===== config.mk =====
export PLATFORM = sky130hd
export DESIGN_NAME = trap_sequencer_flat
export DESIGN_NICKNAME = d
export VERILOG_FILES = /design/src/rtl/trap_sequencer_if.sv /design/src/rtl/trap_sequencer.sv /design/src/flat_wrapper.sv
export SDC_FILE = /design/constraint.sdc
export NUM_CORES = 1
export LEC_CHECK = 0
export CAP_MARGIN = 20
export CORE_ASPECT_RATIO = 1.5
export CORE_MARGIN = 10
export CORE_UTILIZATION = 37
export DETAILED_ROUTE_END_ITERATION = 7
export PLACE_DENSITY = 0.8
export SLEW_MARGIN = 20
export SYNTH_ARGS = -nofsm -noshare
export SYNTH_HDL_FRONTEND = slang
export SYNTH_SLANG_ARGS = --single-unit

===== constraint.sdc =====
create_clock -name clk -period 2.6 [get_ports clk]
set_input_delay 0.52 -clock clk [delete_from_list [all_inputs] [get_ports clk]]
set_output_delay 0.52 -clock clk [all_outputs]
set_load 0.01 [all_outputs]

===== src/rtl/trap_sequencer_if.sv =====
// Trap sequencer bus: pipeline, interrupt and CSR-file signals.
// master = sequencer side, slave = pipeline/CSR side.
interface trap_sequencer_if;
  logic        exc_valid;
  logic [5:0]  exc_code;
  logic [31:0] exc_pc;
  logic        irq_external;
  logic        irq_software;
  logic        irq_timer;
  logic        mstatus_mie;
  logic [31:0] mie;
  logic [31:0] mtvec;
  logic [31:0] mepc;
  logic        mret_valid;
  logic [31:0] next_pc;
  logic        flush_req;
  logic        flush_ack;
  logic        exc_ack;
  logic        mret_ack;
  logic        trap_take;
  logic        trap_ret;
  logic [31:0] trap_cause;
  logic [31:0] trap_epc;
  logic        redirect_valid;
  logic [31:0] redirect_pc;
  logic        busy;

  modport master (
    input  exc_valid, exc_code, exc_pc,
    input  irq_external, irq_software, irq_timer,
    input  mstatus_mie, mie, mtvec, mepc,
    input  mret_valid, next_pc, flush_ack,
    output flush_req, exc_ack, mret_ack,
    output trap_take, trap_ret,
    output trap_cause, trap_epc,
    output redirect_valid, redirect_pc, busy
  );

  modport slave (
    output exc_valid, exc_code, exc_pc,
    output irq_external, irq_software, irq_timer,
    output mstatus_mie, mie, mtvec, mepc,
    output mret_valid, next_pc, flush_ack,
    input  flush_req, exc_ack, mret_ack,
    input  trap_take, trap_ret,
    input  trap_cause, trap_epc,
    input  redirect_valid, redirect_pc, busy
  );
endinterface


===== src/rtl/trap_sequencer.sv =====
// Machine-mode trap sequencer: arbitrate, drain, commit, redirect.
// All outputs are flops decoded from the next state.
module trap_sequencer #(
  parameter bit VECTORED_EN = 1'b1
) (
  input logic           clk,
  input logic           reset_n,
  trap_sequencer_if.master bus
);

  typedef enum logic [1:0] {
    IDLE, DRAIN, COMMIT, REDIRECT
  } state_t;

  typedef enum logic [1:0] {
    K_EXC, K_IRQ, K_RET
  } kind_t;

  state_t      state;
  state_t      state_nx;
  kind_t       kind;
  kind_t       kind_d;
  logic [31:0] cause;
  logic [31:0] cause_d;
  logic [31:0] epc;
  logic [31:0] epc_d;
  logic [31:0] rpc;
  logic [31:0] rpc_d;
  logic [31:0] base;
  logic [4:0]  pick;
  logic        ext_en;
  logic        sw_en;
  logic        tmr_en;
  logic        any_src;

  logic        flush_req;
  logic        exc_ack;
  logic        mret_ack;
  logic        trap_take;
  logic        trap_ret;
  logic        redirect_valid;
  logic        busy;

  logic unused_bits;
  assign unused_bits = ^{bus.mie[31:12], bus.mie[10:8],
                         bus.mie[6:4], bus.mie[2:0],
                         bus.mepc[1:0]};

  assign ext_en = bus.mstatus_mie & bus.irq_external
                & bus.mie[11];
  assign sw_en  = bus.mstatus_mie & bus.irq_software
                & bus.mie[3];
  assign tmr_en = bus.mstatus_mie & bus.irq_timer
                & bus.mie[7];

  // one-hot priority pick: exc > ext > sw > timer > mret
  assign pick[0] = bus.exc_valid;
  assign pick[1] = ext_en & ~bus.exc_valid;
  assign pick[2] = sw_en & ~bus.exc_valid & ~ext_en;
  assign pick[3] = tmr_en & ~bus.exc_valid & ~ext_en
                 & ~sw_en;
  assign pick[4] = bus.mret_valid & ~bus.exc_valid
                 & ~ext_en & ~sw_en & ~tmr_en;
  assign any_src = |pick;

  // decode the winning source into kind, cause and EPC
  always_comb begin
    kind_d  = K_RET;
    cause_d = 32'd0;
    epc_d   = 32'd0;
    unique case (1'b1)
      pick[0]: begin
        kind_d  = K_EXC;
        cause_d = {26'd0, bus.exc_code};
        epc_d   = bus.exc_pc;
      end
      pick[1]: begin
        kind_d  = K_IRQ;
        cause_d = {1'b1, 25'd0, 6'd11};
        epc_d   = bus.next_pc;
      end
      pick[2]: begin
        kind_d  = K_IRQ;
        cause_d = {1'b1, 25'd0, 6'd3};
        epc_d   = bus.next_pc;
      end
      pick[3]: begin
        kind_d  = K_IRQ;
        cause_d = {1'b1, 25'd0, 6'd7};
        epc_d   = bus.next_pc;
      end
      default: begin
        kind_d  = K_RET;
        cause_d = 32'd0;
        epc_d   = 32'd0;
      end
    endcase
  end

  // redirect target from the CSR values seen leaving COMMIT
  always_comb begin
    base  = {bus.mtvec[31:2], 2'b00};
    rpc_d = base;
    if (kind == K_RET) begin
      rpc_d = {bus.mepc[31:2], 2'b00};
    end else if (kind == K_IRQ && VECTORED_EN
                 && bus.mtvec[1:0] == 2'b01) begin
      rpc_d = base + {24'd0, cause[5:0], 2'b00};
    end
  end

  // next-state logic
  always_comb begin
    state_nx = state;
    unique case (state)
      IDLE:     if (any_src) state_nx = DRAIN;
      DRAIN:    if (bus.flush_ack) state_nx = COMMIT;
      COMMIT:   state_nx = REDIRECT;
      REDIRECT: state_nx = IDLE;
      default:  state_nx = IDLE;
    endcase
  end

  // state register and latched trap fields
  always_ff @(posedge clk or negedge reset_n) begin
    if (!reset_n) begin
      state <= IDLE;
      kind  <= K_EXC;
      cause <= 32'd0;
      epc   <= 32'd0;
      rpc   <= 32'd0;
    end else begin
      state <= state_nx;
      if (state == IDLE && any_src) begin
        kind  <= kind_d;
        cause <= cause_d;
        epc   <= epc_d;
      end
      if (state == COMMIT) begin
        rpc <= rpc_d;
      end
    end
  end

  // registered pulse/level outputs decoded from next state
  always_ff @(posedge clk or negedge reset_n) begin
    if (!reset_n) begin
      flush_req      <= 1'b0;
      exc_ack        <= 1'b0;
      mret_ack       <= 1'b0;
      trap_take      <= 1'b0;
      trap_ret       <= 1'b0;
      redirect_valid <= 1'b0;
      busy           <= 1'b0;
    end else begin
      flush_req      <= state_nx == DRAIN;
      exc_ack        <= state_nx == COMMIT
                      && kind == K_EXC;
      mret_ack       <= state_nx == COMMIT
                      && kind == K_RET;
      trap_take      <= state_nx == COMMIT
                      && kind != K_RET;
      trap_ret       <= state_nx == COMMIT
                      && kind == K_RET;
      redirect_valid <= state_nx == REDIRECT;
      busy           <= state_nx != IDLE;
    end
  end

  assign bus.flush_req      = flush_req;
  assign bus.exc_ack        = exc_ack;
  assign bus.mret_ack       = mret_ack;
  assign bus.trap_take      = trap_take;
  assign bus.trap_ret       = trap_ret;
  assign bus.trap_cause     = cause;
  assign bus.trap_epc       = epc;
  assign bus.redirect_valid = redirect_valid;
  assign bus.redirect_pc    = rpc;
  assign bus.busy           = busy;

endmodule


===== src/flat_wrapper.sv =====
// flat-port wrapper written by rule: the top's interface ports become plain ports
module trap_sequencer_flat 
#(
  parameter bit VECTORED_EN = 1'b1
)
  (clk, reset_n, bus_exc_valid, bus_exc_code, bus_exc_pc, bus_irq_external, bus_irq_software, bus_irq_timer, bus_mstatus_mie, bus_mie, bus_mtvec, bus_mepc, bus_mret_valid, bus_next_pc, bus_flush_ack, bus_flush_req, bus_exc_ack, bus_mret_ack, bus_trap_take, bus_trap_ret, bus_trap_cause, bus_trap_epc, bus_redirect_valid, bus_redirect_pc, bus_busy);
  trap_sequencer_if bus_i ();
  input logic clk;
  input logic reset_n;
  input wire logic [$bits(bus_i.exc_valid)-1:0] bus_exc_valid;
  input wire logic [$bits(bus_i.exc_code)-1:0] bus_exc_code;
  input wire logic [$bits(bus_i.exc_pc)-1:0] bus_exc_pc;
  input wire logic [$bits(bus_i.irq_external)-1:0] bus_irq_external;
  input wire logic [$bits(bus_i.irq_software)-1:0] bus_irq_software;
  input wire logic [$bits(bus_i.irq_timer)-1:0] bus_irq_timer;
  input wire logic [$bits(bus_i.mstatus_mie)-1:0] bus_mstatus_mie;
  input wire logic [$bits(bus_i.mie)-1:0] bus_mie;
  input wire logic [$bits(bus_i.mtvec)-1:0] bus_mtvec;
  input wire logic [$bits(bus_i.mepc)-1:0] bus_mepc;
  input wire logic [$bits(bus_i.mret_valid)-1:0] bus_mret_valid;
  input wire logic [$bits(bus_i.next_pc)-1:0] bus_next_pc;
  input wire logic [$bits(bus_i.flush_ack)-1:0] bus_flush_ack;
  output wire logic [$bits(bus_i.flush_req)-1:0] bus_flush_req;
  output wire logic [$bits(bus_i.exc_ack)-1:0] bus_exc_ack;
  output wire logic [$bits(bus_i.mret_ack)-1:0] bus_mret_ack;
  output wire logic [$bits(bus_i.trap_take)-1:0] bus_trap_take;
  output wire logic [$bits(bus_i.trap_ret)-1:0] bus_trap_ret;
  output wire logic [$bits(bus_i.trap_cause)-1:0] bus_trap_cause;
  output wire logic [$bits(bus_i.trap_epc)-1:0] bus_trap_epc;
  output wire logic [$bits(bus_i.redirect_valid)-1:0] bus_redirect_valid;
  output wire logic [$bits(bus_i.redirect_pc)-1:0] bus_redirect_pc;
  output wire logic [$bits(bus_i.busy)-1:0] bus_busy;
  assign bus_i.exc_valid = bus_exc_valid;
  assign bus_i.exc_code = bus_exc_code;
  assign bus_i.exc_pc = bus_exc_pc;
  assign bus_i.irq_external = bus_irq_external;
  assign bus_i.irq_software = bus_irq_software;
  assign bus_i.irq_timer = bus_irq_timer;
  assign bus_i.mstatus_mie = bus_mstatus_mie;
  assign bus_i.mie = bus_mie;
  assign bus_i.mtvec = bus_mtvec;
  assign bus_i.mepc = bus_mepc;
  assign bus_i.mret_valid = bus_mret_valid;
  assign bus_i.next_pc = bus_next_pc;
  assign bus_i.flush_ack = bus_flush_ack;
  assign bus_flush_req = bus_i.flush_req;
  assign bus_exc_ack = bus_i.exc_ack;
  assign bus_mret_ack = bus_i.mret_ack;
  assign bus_trap_take = bus_i.trap_take;
  assign bus_trap_ret = bus_i.trap_ret;
  assign bus_trap_cause = bus_i.trap_cause;
  assign bus_trap_epc = bus_i.trap_epc;
  assign bus_redirect_valid = bus_i.redirect_valid;
  assign bus_redirect_pc = bus_i.redirect_pc;
  assign bus_busy = bus_i.busy;
  trap_sequencer #(.VECTORED_EN(VECTORED_EN)) u_core (.clk(clk), .reset_n(reset_n), .bus(bus_i));
endmodule

==> results by group <==
Run status
  • Status: complete, no violations

Synthesis
  • Post-synth cell types: between 50 and 60
  • Netlist Area Pre-Place: ~4500 sq um
  • Largest family of logic cells by synthesized area: compound AO/OA/AOI/OAI gates
  • Register area share after synthesis: between 40% and 50%
  • Mux contribution to synthesized area: less than 1%
  • Number of synthesized register bits: 79
  • Asr flop ratio synth: between 90% and 100%
  • Syn Area/Cell: a little over 9 sq um
  • Adder-cell share of the synthesized area: 2.13%
  • Yosys Warn Count: 0
  • Post-synth EDFFs: 0
  • Synth Flop Type: dfrtp_1
  • Simple-Gate Fraction of Synth Area: roughly 18%
  • Gate Count Post-Synth: approximately 480
  • Xor/xnor share of the synthesized area: 4.72%
  • Fraction of the mapped netlist area in compound gates: about 22%

Setup path
  • Flop2flop setup slack: 410 ps
  • Worst EP required: around 2800 ps
  • Critical path destination: u_core.bus.redirect_pc[31]
  • FF-to-FF path depth: 8
  • Crit. Startpoint: bus_mtvec[6]
  • Worst r2r dst: u_core.bus.redirect_pc[18]
  • Crit path arrival time: around 2600 ps
  • Critical path class: input port to register
  • CP Capture Type: register
  • Worst-path fanout max: 6
  • Reg-to-reg startpoint: u_core.bus.trap_cause[0]
  • Critical Path Start Type: input port

GRT
  • Pin count of the biggest net entering global routing: between 40 and 50
  • Initial antenna violation count: 0
  • First-pass GRT wire length: approximately 27000 microns
  • Vias in the first global route: just under 5000
  • Gr ovfl total: 0
  • GRT Overall Usage: about 20%

Timing
  • Slew Viols, Final: 0
  • Final TNS setup: 0 ps
  • Unrepaired setup endpoints after global routing: no
  • Hold slack: ~150 ps
  • FMAX: 415 MHz
  • Count of final setup violators: 0
  • Final worst path period share: roughly 93%
  • Crit path time final: between 2000 and 2500 ps
  • Worst slew margin: between 30% and 40%
  • Final worst-path setup slack: approximately 190 ps
  • Worst Skew: roughly 13 ps
  • Final Hold Fails: 0
  • Worst Tran Pin Value: 993 ps

Routing
  • Routed length per placed instance: roughly 20 microns
  • Initial DRC Count: 134
  • Routed vias: 4558
  • DRC Markers: 0
  • Detail Route Antenna Nets: 0
  • Detail-routed via count per cell: ~5.2
  • DRT Wirelength: 17400 microns
  • TritonRoute pass-1 iters: 5

Min path
  • Hold WC Path Type: input port to asynchronous set/reset pin

CTS
  • Clk sinks: 79
  • Worst-skew pair later-pin latency: around 340 ps
  • CTS buffer count: 9
  • CTS clk-pin slew, worst paths: around 60 ps
  • CTS tree: done
  • Max Buffers Root-to-Sink: 2
  • Clk root buf: clkbuf_16
  • Hold_buf cts: 0
  • H-Tree Depth: 3
  • Post-CTS Setup Inserts: 0
  • Post-cts sizing count: 0

Placement
  • DPL Wire Length: around 15000 microns
  • IO buf count: between 200 and 250
  • GPL Wtd Cong: just under 0.9
  • Place WS: -134 ps
  • Inst Count DP: approximately 860

Die
  • Io pins: roughly 280
  • Die Width: around 110 microns
  • Die footprint: 16900 sq um
  • Die Ht: 154 microns
  • FP Rows: a little under 50
  • Core area: around 12000 sq um
  • Initial Utilization: roughly 37%

Pwr
  • Pwr/cell area: 1040 nW/um^2
  • Internal: ~4.7 mW
  • Clock network power share: a little under a fifth
  • Leak: between 2 and 3 nW
  • Sequential power share: roughly 29%
  • Switching Share: approximately 37%
  • Comb pwr share: between 50% and 60%
  • VDD IR max: between 400 and 500 uV
  • Sw power: roughly 2.8 mW

Cells and area
  • Nets: roughly 900
  • Commonest non-fill, non-tap cell in the layout: clkdlybuf4s50_1
  • Area taken by flip-flops and latches: about 2000 sq um
  • Layout overhead on the synthesized area: 62.6%
  • Multi-input gate area: 2230 sq um
  • Share of layout cells above drive strength 1: between 8 and 9%
  • Layout Cells excl Fill: slightly below 900
  • Fillers: roughly 1000
  • Most frequent cells in the layout: clkdlybuf4s50_1, dfrtp_1, nor2_1

Run
  • Max-Cap Viols: 0
[Yosys cell counts, drive strengths merged, types with 5 or more instances]
| cell type | number | area share (%) |
|---|---|---|
| a211oi | 5 | 0.95 |
| a21oi | 18 | 2.0 |
| a221oi | 32 | 6.3 |
| a22oi | 22 | 3.7 |
| buf | 33 | 5.3 |
| clkbuf | 26 | 2.2 |
| dfrtp | 79 | 44 |
| ha | 6 | 1.7 |
| inv | 5 | 0.42 |
| nand2 | 38 | 3.2 |
| nand3 | 13 | 1.5 |
| nand4 | 7 | 0.98 |
| nor2 | 78 | 6.6 |
| nor3 | 11 | 1.2 |
| o21ai | 34 | 3.9 |
| xnor2 | 14 | 2.8 |
| xor2 | 10 | 2.0 |
[per-stage QoR]
stage | power [mW] | cell area, sq um | util, %
2_1_floorplan | 3.99 | 4560 | -
3_3_place_gp | 6.07 | 6920 | 58.2
3_5_place_dp | 6.21 | 6920 | 58.2
4_1_cts | 7.60 | 7250 | 60.9
5_1_grt | 8.05 | 7250 | 60.9
6_report | 7.51 | 7250 | 60.9
[critical path, cell delays in order]
cell,delay [ps]
clkdlybuf4s50_1,440
ha_1,400
a211oi_1,110
buf_4,150
and2_1,210
buf_4,170
a2111oi_4,370
xnor2_1,180
o21ai_2,70
[routing by layer]
metal	vias to the layer above	global-route usage, %	share of wire, %
met3	14	9.90	13
met2	251	35.1	50
met4	0	6.47	1.4
met5	-	0	0
met1	2127	20.2	36
li1	2166	-	-
[layout make-up]
| class | count | share of cell area, % |
|---|---|---|
| Multi-Input combinational cell | 365 | 30.8 |
| Sequential cell | 79 | 27.3 |
| Clock buffer | 10 | 3.16 |
| Antenna cell | 1 | 0.0345 |
| Tap cell | 153 | 2.64 |
| Clock inverter | 6 | 1.28 |
| Timing Repair Buffer | 253 | 34.6 |
| Inverter | 5 | 0.259 |
[how the worst min path moves through the flow]
| stage | from | endpoint |
|---|---|---|
| final | reset_n | u_core.bus.redirect_pc[8] |
| after global routing | reset_n | u_core.bus.redirect_pc[30] |
| after CTS | reset_n | u_core.bus.redirect_pc[29] |
| after detailed placement | u_core.bus.trap_cause[31] | u_core.bus.trap_cause[31] |
| after global placement | u_core.bus.trap_cause[31] | u_core.bus.trap_cause[31] |
| after floorplan | reset_n | u_core.bus.busy |
[cells by family (layout without fill, tap and decap cells)]
logic type / after synthesis / in the layout
fa+ha+maj: 7 / 7
mux: 1 / 1
other cells: 1 / 28
flops: 79 / 79
buf+inv: 64 / 274
compound gates: 135 / 135
simple gates: 171 / 171
xor+xnor: 24 / 24
[flip-flops by register name (all words and copies together), names as in the netlist]
name / count
u_core.bus.busy: 1
u_core.kind: 2
u_core.bus.redirect_valid: 1
u_core.state: 2
u_core.bus.flush_req: 1
u_core.bus.mret_ack: 1
u_core.bus.trap_take: 1
u_core.bus.exc_ack: 1
u_core.bus.redirect_pc: 30
u_core.bus.trap_cause: 7
u_core.bus.trap_epc: 32
[power groups by stage]
stage	Clock (mW)	Sequential, mW	Combinational [mW]
after floorplan	0	2.45	1.54
after global placement	0	2.19	3.88
after detailed placement	0	2.24	3.98
after CTS	1.39	2.22	3.99
after global routing	1.46	2.29	4.29
final	1.36	2.21	3.94
Power figures use the tool's default switching activity.
